$ cat src/rtl/select_max_stream.sv
// select_max_stream: snapshot NEURON_NB signed values on start, scan LANES per cycle, report argmax, max and margin
// Ports:
//   clk, reset           rising-edge clock, synchronous active-high reset
//   start                begin a classification (accepted only when idle)
//   in_data              NEURON_NB packed signed elements, element k at [k*DATA_W +: DATA_W]
//   busy / done / valid  scanning / one-cycle result pulse / results hold a classification
//   digit, max_val       index and value of the winning element
//   margin               winner minus runner-up, unsigned DATA_W+1 bits
module select_max_stream #(
  parameter int NEURON_NB = 10,
  parameter int DATA_W = 16,
  parameter int LANES = 1,
  parameter int TIE_LAST = 0
) (
  input  logic                          clk,
  input  logic                          reset,
  input  logic                          start,
  input  logic [NEURON_NB*DATA_W-1:0]   in_data,
  output logic                          busy,
  output logic                          done,
  output logic                          valid,
  output logic [((NEURON_NB > 1) ? $clog2(NEURON_NB) : 1)-1:0] digit,
  output logic signed [DATA_W-1:0]      max_val,
  output logic [DATA_W:0]               margin
);
  localparam int IDX_W = (NEURON_NB > 1) ? $clog2(NEURON_NB) : 1;
  localparam int G = (NEURON_NB + LANES - 1) / LANES;
  typedef enum logic {IDLE, SCAN} state_t;
  state_t state;
  logic signed [DATA_W-1:0] snap [NEURON_NB];
  logic [IDX_W-1:0] g_cnt, best_idx, nb_i;
  logic signed [DATA_W-1:0] best_val, sec_val, nb_v, ns_v, v;
  logic best_seen, sec_seen, nb_s, ns_s;
  logic [DATA_W:0] nx_margin;
  int k;
  // Lanes of the current group folded in index order, so a group behaves like LANES sequential steps.
  always_comb begin
    nb_v = best_val;
    nb_i = best_idx;
    nb_s = best_seen;
    ns_v = sec_val;
    ns_s = sec_seen;
    k = 0;
    v = '0;
    for (int l = 0; l < LANES; l++) begin
      k = int'(g_cnt) * LANES + l;
      v = snap[IDX_W'(k)];
      if (k < NEURON_NB) begin
        if (!nb_s || v > nb_v || (TIE_LAST != 0 && v == nb_v)) begin
          ns_v = nb_v;
          ns_s = nb_s;
          nb_v = v;
          nb_i = IDX_W'(k);
          nb_s = 1'b1;
        end else if (!ns_s || v > ns_v) begin
          ns_v = v;
          ns_s = 1'b1;
        end
      end
    end
    nx_margin = ns_s ? {nb_v[DATA_W-1], nb_v} - {ns_v[DATA_W-1], ns_v} : '0;
  end
  always_ff @(posedge clk) begin
    if (reset) begin
      state <= IDLE;
      busy <= 1'b0;
      done <= 1'b0;
      valid <= 1'b0;
      digit <= '0;
      max_val <= '0;
      margin <= '0;
      g_cnt <= '0;
      best_idx <= '0;
      best_val <= '0;
      sec_val <= '0;
      best_seen <= 1'b0;
      sec_seen <= 1'b0;
    end else begin
      done <= 1'b0;
      if (state == IDLE) begin
        if (start) begin
          for (int i = 0; i < NEURON_NB; i++) snap[i] <= in_data[i*DATA_W +: DATA_W];
          g_cnt <= '0;
          best_seen <= 1'b0;
          sec_seen <= 1'b0;
          valid <= 1'b0;
          busy <= 1'b1;
          state <= SCAN;
        end
      end else begin
        best_val <= nb_v;
        best_idx <= nb_i;
        best_seen <= nb_s;
        sec_val <= ns_v;
        sec_seen <= ns_s;
        g_cnt <= g_cnt + IDX_W'(1);
        if (g_cnt == IDX_W'(G - 1)) begin
          digit <= nb_i;
          max_val <= nb_v;
          margin <= nx_margin;
          done <= 1'b1;
          valid <= 1'b1;
          busy <= 1'b0;
          state <= IDLE;
        end
      end
    end
  end
endmodule
$ cat config.mk
export PLATFORM = sky130hd
export DESIGN_NAME = select_max_stream
export DESIGN_NICKNAME = d
export VERILOG_FILES = /design/src/rtl/select_max_stream.sv
export SDC_FILE = /design/constraint.sdc
export NUM_CORES = 1
export LEC_CHECK = 0
export ABC_AREA = 1
export CAP_MARGIN = 20
export CELL_PAD_IN_SITES_DETAIL_PLACEMENT = 1
export CELL_PAD_IN_SITES_GLOBAL_PLACEMENT = 2
export CORE_ASPECT_RATIO = 0.6
export CORE_MARGIN = 2
export CORE_UTILIZATION = 35
export CTS_CLUSTER_DIAMETER = 80
export DETAILED_ROUTE_END_ITERATION = 10
export MAX_ROUTING_LAYER = met4
export PLACE_DENSITY_LB_ADDON = 0.1
export SLEW_MARGIN = 20
export SYNTH_ARGS = -nofsm -noshare
export SYNTH_HDL_FRONTEND = slang
export SYNTH_SLANG_ARGS = --single-unit
$ cat constraint.sdc
create_clock -name clk -period 17.2 [get_ports clk]
set_clock_uncertainty 0.15 [all_clocks]
set_input_delay 2.58 -clock clk [delete_from_list [all_inputs] [get_ports clk]]
set_output_delay 2.58 -clock clk [all_outputs]
set_load 0.01 [all_outputs]
; ---- Yosys cells after proc, flatten, opt, wreduce, memory -nomap -nowiden
; Memories as Yosys holds them, arrays and structs flattened. A register that Yosys moved wholly into a read port is not among the register bits.
; Cells that the tools add are included.
[classes]
n_addsub = 2
magnitude_cmp = 3
eq_ne = 4
mux = 32
n_bitwise = 1
reduce_logical = 9
[ops]
columns = cell, count
row1 = $mux W16, 5
row2 = $gt A16 B16 Y1, 2
row3 = $mux W4, 6
row4 = $mux W1, 20
row5 = $mux W17, 1
row6 = $sub A16 B16 Y17, 1
row7 = $ne A2 B1 Y1 const B, 3
row8 = $add A4 B1 Y4 const B, 1
row9 = $eq A4 B4 Y1 const B, 1
row10 = $lt A4 B4 Y1 const B, 1
row11 = $reduce_and A2 Y1, 2
row12 = $reduce_and A3 Y1, 1
row13 = $logic_not A1 Y1, 2
row14 = $logic_or A1 B1 Y1, 2
row15 = $reduce_bool A2 Y1, 1
row16 = $reduce_or A2 Y1, 1
row17 = $not A1 Y1, 1
[totals]
ff_bits = 83
ram_bits = 160
in_bits = 163
out_inout_bits = 40
elab_cells = 65
mem_count = 1
[memory_table]
columns = name, words, word_bits, read_ports, rd_clocked_by_memory_dff, wr, line_no
row1 = snap, 10, 16, 1, 1, 10, 30  ; logic signed [DATA_W-1:0] snap [NEURON_NB];

; ---- Depth between registers and ports, before layout
; Gate-level depths: netlist (run 1).
[logic_depth]
word_depth = 7
ltp_mapped = 47
mapped_depth_nobuf = 43

; ---- Least setup slack after synthesis (run 1)
; No wires, ideal clock.
[synth_path]
path_kind = in2reg
from = in reset
to = mem snap[0][0] (enable)
setup_time_ns = 0.681
t_arrival_ns = 9.445
t_required_ns = 16.369
setup_slack_ns = 6.924
cell_stages = 2
path_buffers = 1
cell_sequence = clkbuf_1 nor2_1
[synth_lines]
columns = item, line_no
row1 = "start, declared", 16  ; input logic reset,
row2 = "end, declared", 30

==> impl_metrics.csv, run 1 <==
group,metric,value,unit
cells_and_area,regArea,6550,um^2
hold_path,hold_path.class,"reg2reg",
critical_path,cpPeakStageDelay,0.70,ns
critical_path,cp_common_cell,"nand2_1",
global_route,grt_use_total,22.5,%
cells_and_area,multi_input_area,4230,um^2
clock_tree,clockRootBuffer,"clkbuf_16",
clock_tree,cts_hold_buf,0,
floorplan,row_count,51,
drt,post_drt_wl_per_cell,20.1,um
global_route,grt_use_met3,3.13,%
floorplan,pin_count,203,
clock_tree,cts.sink_count,247,
yosys,synth_ff_type,"edfxtp_1",
clock_tree,cts_tree,"yes",
clock_tree,clk_pin_slew,0.06,ns
timing,min_period_over_period,44.4,%
critical_path,crit_fanout,81,
yosys,ys_seq_area_share,57.1,%
timing,worstMarginPinSlew,0.949,ns
timing,drv_slew,0,
placement,hpwl,26300,um
critical_path,worstPathRequired,17.48,ns
job,max-cap-violations,0,
power,switchingPower,420,uW
power,comb_power_share,18.9,%
placement,gp_congestion,0.839,
power,p_per_area,102,nW/um^2
power,vdd_ir_drop_max,71.8,uV
yosys,post-synth-top-count-cell,"nand2_1",
critical_path,worst_setup_path_start_kind,"flip-flop",
timing,max_slew_margin,36.0,%
yosys,synth_cells,1195,
global_route,grt_start_max_net_pins,90,
floorplan,dieArea,34300,um^2
global_route,antenna_found_initial,1,
drt,drtIter0Drc,736,
drt,num_vias,9246,
critical_path,crit_slowest_cell,"nand2_2",
global_route,grt_pass1_wl,57100,um
timing,finalHoldViolCount,0,
timing,fmax,131,MHz
cells_and_area,fin_util,45.4,%
status,status,"completed",
cells_and_area,drive_gt1_share,6.44,%
drt,drc_errors,0,
global_route,grt_use_met2,34.0,%
critical_path,worstSetupPathType,"reg2reg",
yosys,synth_top_cell_by_area,"edfxtp_1",
cells_and_area,final_nets,1592,
placement,io_buffers,202,
global_route,top_usage_layer,"met2",
clock_tree,post_cts_buffers,0,
timing,setup_violations,0,
yosys,ys_warn_count,0,
cells_and_area,final.fill_count,3647,
drt,ant_nets,0,
timing,rsz0062_at_grt,"no",
power,seqPwrFrac,44.6,%
cells_and_area,syn2layout_area_growth,28.0,%
yosys,synth_cell_types,44,
placement,dpl_cell_area,13900,um^2
cells_and_area,finalNonFillerCells,1822,
floorplan,die-height,144,um
cells_and_area,design_area,14700,um^2
yosys,async_flop_share,0,%
clock_tree,cts_max_path_buffers,3,
placement,dp_cells,1776,
timing,fin_crit,7.63,ns
yosys,synth_edf_count,160,
drt,vias_per_cell,5.07,
yosys,synth_top_area_share,41.9,%
global_route,grt_overflow_total,0,
yosys,syn_area,11500,um^2
clock_tree,htreeDepth,1,
global_route,gr-usage-met1,32.6,%
power,swShare,28.1,%
clock_tree,cts_resized,0,
power,intPower,1070,uW
drt,drt-pass1-iter-count,5,
critical_path,arrival,7.92,ns
yosys,synth-seq-cells,247,
timing,setup_tns,0,ns
floorplan,fp.dieW,238,um
power,p_clk_share,36.4,%
yosys,syn_area_per_cell,9.59,um^2
floorplan,start_util,35.4,%
global_route,grt_pass1_vias,9498,
critical_path,critPathCaptureType,"flip-flop",
yosys,ys_top_cells_by_count,"nand2_1 (181), edfxtp_1 (160), o21ai_0 (142)",
yosys,synth_area_leaders,"edfxtp_1 (42%), dfxtp_1 (15%), o21ai_0 (6.2%), nand2_1 (5.9%), ha_1 (5.2%)",
power,leakage,0.00555,uW
yosys,synthesis.nets,1407,
clock_tree,clock_latency,0.55,ns
drt,wl,36500,um
floorplan,core,32400,um^2
clock_tree,cts_buffers,26,
[flip-flops by register name, indices dropped and copies added (netlist names), named ones only]
register,count
state,1
best_seen,1
digit,4
best_idx,4
valid,1
best_val,16
margin,17
g_cnt,4
busy,1
done,1
max_val,16
sec_seen,1
snap,160
sec_val,16
[metrics by stage]
step / total power (uW) / setup WS, ns / hold slack (ns)
final: 1490 / 9.57 / 0.300
after global routing: 1570 / 8.75 / 0.337
after CTS: 1510 / 9.57 / 0.304
after detailed placement: 961 / 9.63 / 0.292
after global placement: 956 / 9.82 / 0.287
after floorplan: 857 / 6.92 / 0.270
[path summary, 6_finish.rpt]
check	start	end	slack, ns	cells after the start
worst min-delay path	margin[15]$_SDFFE_PP0P_	margin[15]$_SDFFE_PP0P_	0.30	2
worst max-delay path	flip-flop	margin[11]$_SDFFE_PP0P_	9.57	41
worst min register to register	margin[15]$_SDFFE_PP0P_	margin[15]$_SDFFE_PP0P_	0.30	2
worst max register to register	flip-flop	margin[11]$_SDFFE_PP0P_	9.57	41
[per-layer routing]
| layer | part of all wire [%] | vias to the layer above | wire length, um |
|---|---|---|---|
| met1 | 51 | 4502 | 18600 |
| met4 | 1.3 | 0 | 484 |
| met5 | 0 | - | 0 |
| met3 | 4.2 | 32 | 1540 |
| met2 | 44 | 171 | 15900 |
| li1 | - | 4541 | - |
[power by group through the flow]
stage / combinational (uW) / clock (uW) / sequential (uW)
floorplan: 177 / 0 / 680
global placement: 277 / 0 / 678
detailed placement: 282 / 0 / 679
CTS: 284 / 559 / 666
global route: 320 / 583 / 668
finish: 283 / 544 / 666
[layout make-up]
cell class,count,area share (%)
well taps,424,3.61
inverters,121,3.09
diodes,1,0.0171
clock buffers,38,4.98
clock inverters,7,0.460
repair buffers,214,14.4
multi-input cells,770,28.8
flip-flops and latches,247,44.6
[critical path, delay by kind of cell (launching register included)]
family                     cells  cell delay (ns)
buffers and inverters          6             1.42
AOI/OAI and AO/OA              7             2.20
and+or+nand+nor               26             2.64
adders and majority gates      2             0.70
DFF                            1             0.32
[cells in the final DEF (no fill, tap or decap), types with 20 or more instances in the layout]
cell type,Yosys,layout
edfxtp_1,160,160
a21oi_1,63,63
nand2_1,181,181
o221ai_1,26,26
o21ai_0,142,142
o21ai_1,27,27
nand3_1,42,42
o22ai_1,20,20
inv_1,112,111
clkdlybuf4s50_1,0,202
o211ai_1,20,20
ha_1,48,48
dfxtp_1,87,86
nor2_1,133,131
clkbuf_16,0,27
[cells by family after synthesis]
| logic type | synth area share [%] |
|---|---|
| compound gates | 16.0 |
| flops | 57.1 |
| fa+ha+maj | 5.41 |
| buf+inv | 6.10 |
| simple gates | 15.3 |
| xor+xnor | 0.0764 |
No activity file was read; power rests on OpenSTA's default activity.
==> run 2, diff against run 1 <==
--- a/config.mk
+++ b/config.mk
@@ -11,7 +11,7 @@
 export CELL_PAD_IN_SITES_GLOBAL_PLACEMENT = 2
 export CORE_ASPECT_RATIO = 0.6
 export CORE_MARGIN = 2
-export CORE_UTILIZATION = 35
+export CORE_UTILIZATION = 30
 export CTS_CLUSTER_DIAMETER = 80
 export DETAILED_ROUTE_END_ITERATION = 10
 export MAX_ROUTING_LAYER = met4
==> constraint.sdc (replaced) <==
create_clock -name clk -period 6.7 [get_ports clk]
set_clock_uncertainty 0.15 [all_clocks]
set_input_delay 1.005 -clock clk [delete_from_list [all_inputs] [get_ports clk]]
set_output_delay 1.005 -clock clk [all_outputs]
set_load 0.01 [all_outputs]
==> run 2 against run 1 <==
First-iteration DRC count shrank 22%. Critical path depth shrank 2. Combinational power grew to 2.6 times the previous value. Power grew to 2.6 times the previous value. Hold slack gained 0.0052 ns. Sequential power grew to 2.6 times the previous value. Core utilization shrank 5.6 points. Worst setup slack lost 8.8 ns. Routed wire length grew 2.4%. Final area grew 1.9%. Die area grew 16%.
==> impl_metrics.csv, run 2 (same netlist as run 1, synthesis figures left out) <==
group,metric,value,unit
cells_and_area,regMostFlops,"snap",
global_route,grt_use_total,19.4,%
timing,finalHoldViolCount,0,
critical_path,crit_slowest_cell,"fa_1",
cells_and_area,final_nets,1603,
placement,hpwl,27500,um
timing,max_slew_margin,33.8,%
global_route,grt_overflow_total,0,
power,comb_power_share,18.8,%
clock_tree,clockRootBuffer,"clkbuf_16",
global_route,grt_pass1_vias,9425,
clock_tree,cts_resized,0,
global_route,grt_pass1_wl,57600,um
clock_tree,cts_tree,"yes",
placement,io_buffers,202,
power,p_per_area,263,nW/um^2
drt,drtIter0Drc,572,
placement,dpl_cell_area,14100,um^2
floorplan,core,37600,um^2
timing,min_period_over_period,88.6,%
status,status,"completed",
clock_tree,htreeDepth,1,
clock_tree,post_cts_buffers,0,
cells_and_area,largest_reg_flops,160,
power,switchingPower,1120,uW
cells_and_area,design_area,15000,um^2
floorplan,dieArea,39800,um^2
timing,setup_tns,0,ns
cells_and_area,n_antenna_cell,0,
clock_tree,clock_latency,0.55,ns
floorplan,fp.dieW,256,um
critical_path,worst_setup_path_start_kind,"flip-flop",
job,max-cap-violations,0,
critical_path,cp_common_cell,"nand2_1",
global_route,antenna_found_initial,0,
drt,drc_errors,0,
critical_path,cpPeakStageDelay,0.47,ns
drt,vias_per_cell,4.84,
cells_and_area,final.fill_count,4257,
cells_and_area,drive_gt1_share,7.51,%
clock_tree,clk_pin_slew,0.06,ns
timing,drv_slew,0,
critical_path,crit_fanout,80,
hold_path,hold_path.class,"reg2reg",
clock_tree,cts_hold_buf,0,
power,p_total,3930,uW
floorplan,die-height,155,um
clock_tree,cts_buffers,27,
cells_and_area,reg_top3,"snap: 160 flops, margin: 17 flops",
timing,fmax,168,MHz
cells_and_area,layout_common_cells,"clkdlybuf4s50_1 (202), nand2_1 (181), edfxtp_1 (160)",
global_route,grt_start_max_net_pins,161,
power,vdd_ir_drop_max,222,uV
drt,num_vias,9308,
critical_path,worstPathRequired,6.99,ns
cells_and_area,layout_commonest_cell,"clkdlybuf4s50_1",
critical_path,worstSetupPathType,"reg2reg",
hold_path,min_from,"digit[2]$_SDFFE_PP0P_",
power,intPower,2810,uW
cells_and_area,fin_util,39.7,%
placement,gp_congestion,0.815,
clock_tree,cts_max_path_buffers,3,
drt,post_drt_wl_per_cell,19.4,um
clock_tree,cts.sink_count,247,
power,leakage,0.00563,uW
drt,ant_nets,0,
timing,worstMarginPinSlew,0.993,ns
power,p_clk_share,37.7,%
timing,fin_crit,5.94,ns
drt,wl,37400,um
critical_path,critPathCaptureType,"flip-flop",
drt,drt-pass1-iter-count,5,
timing,rsz0062_at_grt,"no",
floorplan,row_count,55,
critical_path,arrival,6.22,ns
power,seqPwrFrac,43.5,%
power,swShare,28.6,%
floorplan,start_util,30.5,%
cells_and_area,syn2layout_area_growth,30.5,%
floorplan,pin_count,203,
timing,setup_violations,0,
run 2: cell types whose count changed in the layout (fill, tap and decap cells not counted), moves of 2 or more:
cell / delta
clkinv_2: +2
buf_12: +3
clkbuf_2: -2
clkbuf_1: -2
buf_4: +8
clkinvlp_4: +3
run 2: critical path: cells and delay by family (launching register included):
family	cells	cell delay [ns]
fa+ha+maj	2	0.77
simple gates	24	1.89
compound gates	6	1.61
flops	1	0.34
buf+inv	7	1.04
run 2: path summary, 6_finish.rpt:
path | depth (start not counted) | to | slack, ns
worst min register to register | 2 | digit[2]$_SDFFE_PP0P_ | 0.31
worst max-delay path | 39 | margin[10]$_SDFFE_PP0P_ | 0.76
worst min-delay path | 2 | digit[2]$_SDFFE_PP0P_ | 0.31
worst max register to register | 39 | margin[10]$_SDFFE_PP0P_ | 0.76
run 2: through the flow:
stage | instances | setup WS [ns] | hold WS (ns)
2_1_floorplan | 1195 | 0.716 | 0.270
3_3_place_gp | 1875 | 0.961 | 0.290
3_5_place_dp | 1875 | 0.792 | 0.293
4_1_cts | 1925 | 0.787 | 0.308
5_1_grt | 1925 | 0.211 | 0.328
6_report | 1925 | 0.765 | 0.305
run 2: final cells by class:
class                   instances  area [um^2]  area share [%]
repair buffers                224         2220            14.9
well taps                     513          642            4.29
inverters                     121          454            3.04
flip-flops and latches        247         6550            43.8
clock buffers                  34          713            4.77
multi-input cells             770         4230            28.3
clock inverters                16          148           0.987
run 2: layer usage:
layer	wire length (um)	global-route usage (%)	vias to the layer above
met5	0	-	-
met4	433	2.73	0
met3	1440	3.05	35
met2	15700	28.3	156
met1	19800	29.0	4542
li1	-	-	4575
run 2: power by group through the flow:
stage          registers (uW)  clock network [uW]  logic, uW
4_1_cts                  1710                1520        748
2_1_floorplan            1740                   0        455
3_3_place_gp             1740                   0        731
3_5_place_dp             1740                   0        744
5_1_grt                  1720                1580        837
6_report                 1710                1480        739
==> run 3, diff against run 2 <==
--- a/config.mk
+++ b/config.mk
@@ -11,12 +11,12 @@
 export CELL_PAD_IN_SITES_GLOBAL_PLACEMENT = 2
 export CORE_ASPECT_RATIO = 0.6
 export CORE_MARGIN = 2
-export CORE_UTILIZATION = 30
+export CORE_UTILIZATION = 33
 export CTS_CLUSTER_DIAMETER = 80
+export CTS_CLUSTER_SIZE = 25
 export DETAILED_ROUTE_END_ITERATION = 10
 export MAX_ROUTING_LAYER = met4
 export PLACE_DENSITY_LB_ADDON = 0.1
-export SLEW_MARGIN = 20
 export SYNTH_ARGS = -nofsm -noshare
 export SYNTH_HDL_FRONTEND = slang
 export SYNTH_SLANG_ARGS = --single-unit
==> constraint.sdc (replaced) <==
create_clock -name clk -period 6.6 [get_ports clk]
set_clock_uncertainty 0.15 [all_clocks]
set_input_delay 0.99 -clock clk [delete_from_list [all_inputs] [get_ports clk]]
set_output_delay 0.99 -clock clk [all_outputs]
set_load 0.01 [all_outputs]
==> run 3 against run 2 <==
Via count is 0.27% lower. Clock power is 35% lower. Sequential power hardly changed. Worst setup slack worse by 0.17 ns. Final area is 2.7% lower. Core utilization is 3.1 points higher. Combinational power is 2% higher. Clock-buffer cell count is 15 lower. Non-clock buffer count is 7 higher.
==> impl_metrics.csv, run 3 (same netlist as run 1, synthesis figures left out) <==
group,metric,value,unit
drt,num_vias,9283,
status,status,"completed",
job,max-cap-violations,0,
clock_tree,cts_hold_buf,0,
cells_and_area,reg_top3,"snap: 160 flops, margin: 17 flops",
cells_and_area,final_nets,1597,
power,seqPwrFrac,50.2,%
critical_path,critPathCaptureType,"flip-flop",
drt,drc_errors,0,
hold_path,hold_path.class,"reg2reg",
clock_tree,clockRootBuffer,"clkbuf_16",
placement,dp_cells,1828,
power,vdd_ir_drop_max,176,uV
clock_tree,cts.sink_count,247,
cells_and_area,layout_commonest_cell,"clkdlybuf4s50_1",
global_route,grt_overflow_total,0,
critical_path,regToRegSetupSlack,0.60,ns
clock_tree,cts_max_path_buffers,3,
cells_and_area,syn2layout_area_growth,26.9,%
critical_path,cpPeakStageDelay,0.46,ns
floorplan,dieArea,36300,um^2
drt,vias_per_cell,5.01,
timing,max_slew_margin,30.4,%
power,switchingPower,1030,uW
placement,io_buffers,202,
critical_path,crit_path_end,"margin[12]$_SDFFE_PP0P_",
timing,rsz0062_at_grt,"no",
drt,drt-pass1-iter-count,5,
clock_tree,clk_pin_slew,0.10,ns
clock_tree,post_cts_buffers,0,
timing,fin_crit,6.00,ns
critical_path,reg2reg_to,"margin[12]$_SDFFE_PP0P_",
critical_path,cp_common_cell,"nand2_1",
placement,gp_congestion,0.859,
timing,min_period_over_period,90.9,%
global_route,grt_use_total,21.1,%
power,swShare,29.7,%
clock_tree,cts_buffers,14,
placement,hpwl,27900,um
timing,drv_slew,0,
drt,wl,36900,um
timing,finalHoldViolCount,0,
cells_and_area,fin_util,42.8,%
clock_tree,clock_latency,0.52,ns
floorplan,row_count,52,
power,leakage,0.00547,uW
timing,setup_tns,0,ns
floorplan,core,34000,um^2
power,p_clk_share,28.0,%
floorplan,die-height,148,um
clock_tree,htreeDepth,1,
drt,drtIter0Drc,559,
timing,fin_ws,0.599,ns
timing,fmax,167,MHz
floorplan,pin_count,203,
critical_path,crit_slowest_cell,"fa_1",
power,p_per_area,238,nW/um^2
clock_tree,cts_resized,0,
floorplan,fp.dieW,245,um
critical_path,worstSetupPathType,"reg2reg",
global_route,grt_start_max_net_pins,109,
cells_and_area,layout_common_cells,"clkdlybuf4s50_1 (202), nand2_1 (181), edfxtp_1 (160)",
timing,hold_slack,0.306,ns
cells_and_area,largest_reg_flops,160,
power,comb_power_share,21.8,%
critical_path,worstRegToRegCells,39,
global_route,grt_pass1_vias,9632,
drt,ant_nets,0,
global_route,antenna_found_initial,0,
cells_and_area,finalNonFillerCells,1852,
power,intPower,2430,uW
cells_and_area,regMostFlops,"snap",
critical_path,crit_fanout,80,
timing,setup_violations,0,
cells_and_area,drive_gt1_share,6.54,%
critical_path,worst_setup_path_start_kind,"flip-flop",
clock_tree,cts_tree,"yes",
global_route,grt_pass1_wl,57300,um
critical_path,arrival,6.25,ns
critical_path,worstPathRequired,6.85,ns
placement,pre_cts_ws,0.515,ns
drt,post_drt_wl_per_cell,19.9,um
hold_path,min_from,"digit[3]$_SDFFE_PP0P_",
timing,worstMarginPinSlew,1.04,ns
floorplan,start_util,33.8,%
==> run 3: cell types whose count changed in the layout (fill, tap and decap cells not counted), moves of 2 or more <==
cell        delta
clkinv_1       -3
clkinv_2       -4
clkinvlp_4     -2
bufinv_16      -2
clkbuf_16     -12
buf_4          +5
==> run 3: area by class of cell <==
class                   instances  area (um^2)
diodes                          1         2.50
clock buffers                  19          390
clock inverters                 4         35.0
fillers                      3875        19400
inverters                     121          460
multi-input cells             770         4230
flip-flops and latches        247         6550
well taps                     459          574
repair buffers                231         2310
==> run 3: worst min path at each step <==
stage / depth (start not counted) / slack (ns) / end
floorplan: 2 / 0.27 / best_idx[3]$_SDFFE_PP0P_
global placement: 2 / 0.29 / best_idx[3]$_SDFFE_PP0P_
detailed placement: 2 / 0.29 / max_val[6]$_SDFFE_PP0P_
CTS: 2 / 0.31 / best_idx[3]$_SDFFE_PP0P_
global route: 2 / 0.33 / margin[12]$_SDFFE_PP0P_
finish: 2 / 0.31 / digit[3]$_SDFFE_PP0P_
==> run 3: per-layer routing <==
metal | GRT usage [%] | part of all wire, % | vias to the layer above
li1 | - | - | 4538
met1 | 31.0 | 51 | 4555
met2 | 31.7 | 43 | 166
met3 | 2.89 | 3.9 | 24
met4 | 2.93 | 1.2 | 0
met5 | - | 0 | -
==> run 3: worst max-delay path: cells and delay by family (launching register included) <==
kind            cells  cell delay (ns)
fa+ha+maj           2             0.74
flops               1             0.36
simple gates       24             1.85
buf+inv             7             0.97
compound gates      6             1.74
==> run 3: power by group through the flow <==
stage               registers (uW)  clock network [uW]  logic, uW
global route                  1740                1060        852
floorplan                     1770                   0        462
CTS                           1740                1010        757
finish                        1730                 969        754
global placement              1770                   0        742
detailed placement            1770                   0        753
==> run 3: metrics by stage <==
stage	total power, uW	area [um^2]
CTS	3500	14500
detailed placement	2520	14100
global placement	2510	14100
global route	3650	14500
floorplan	2230	11500
finish	3460	14500
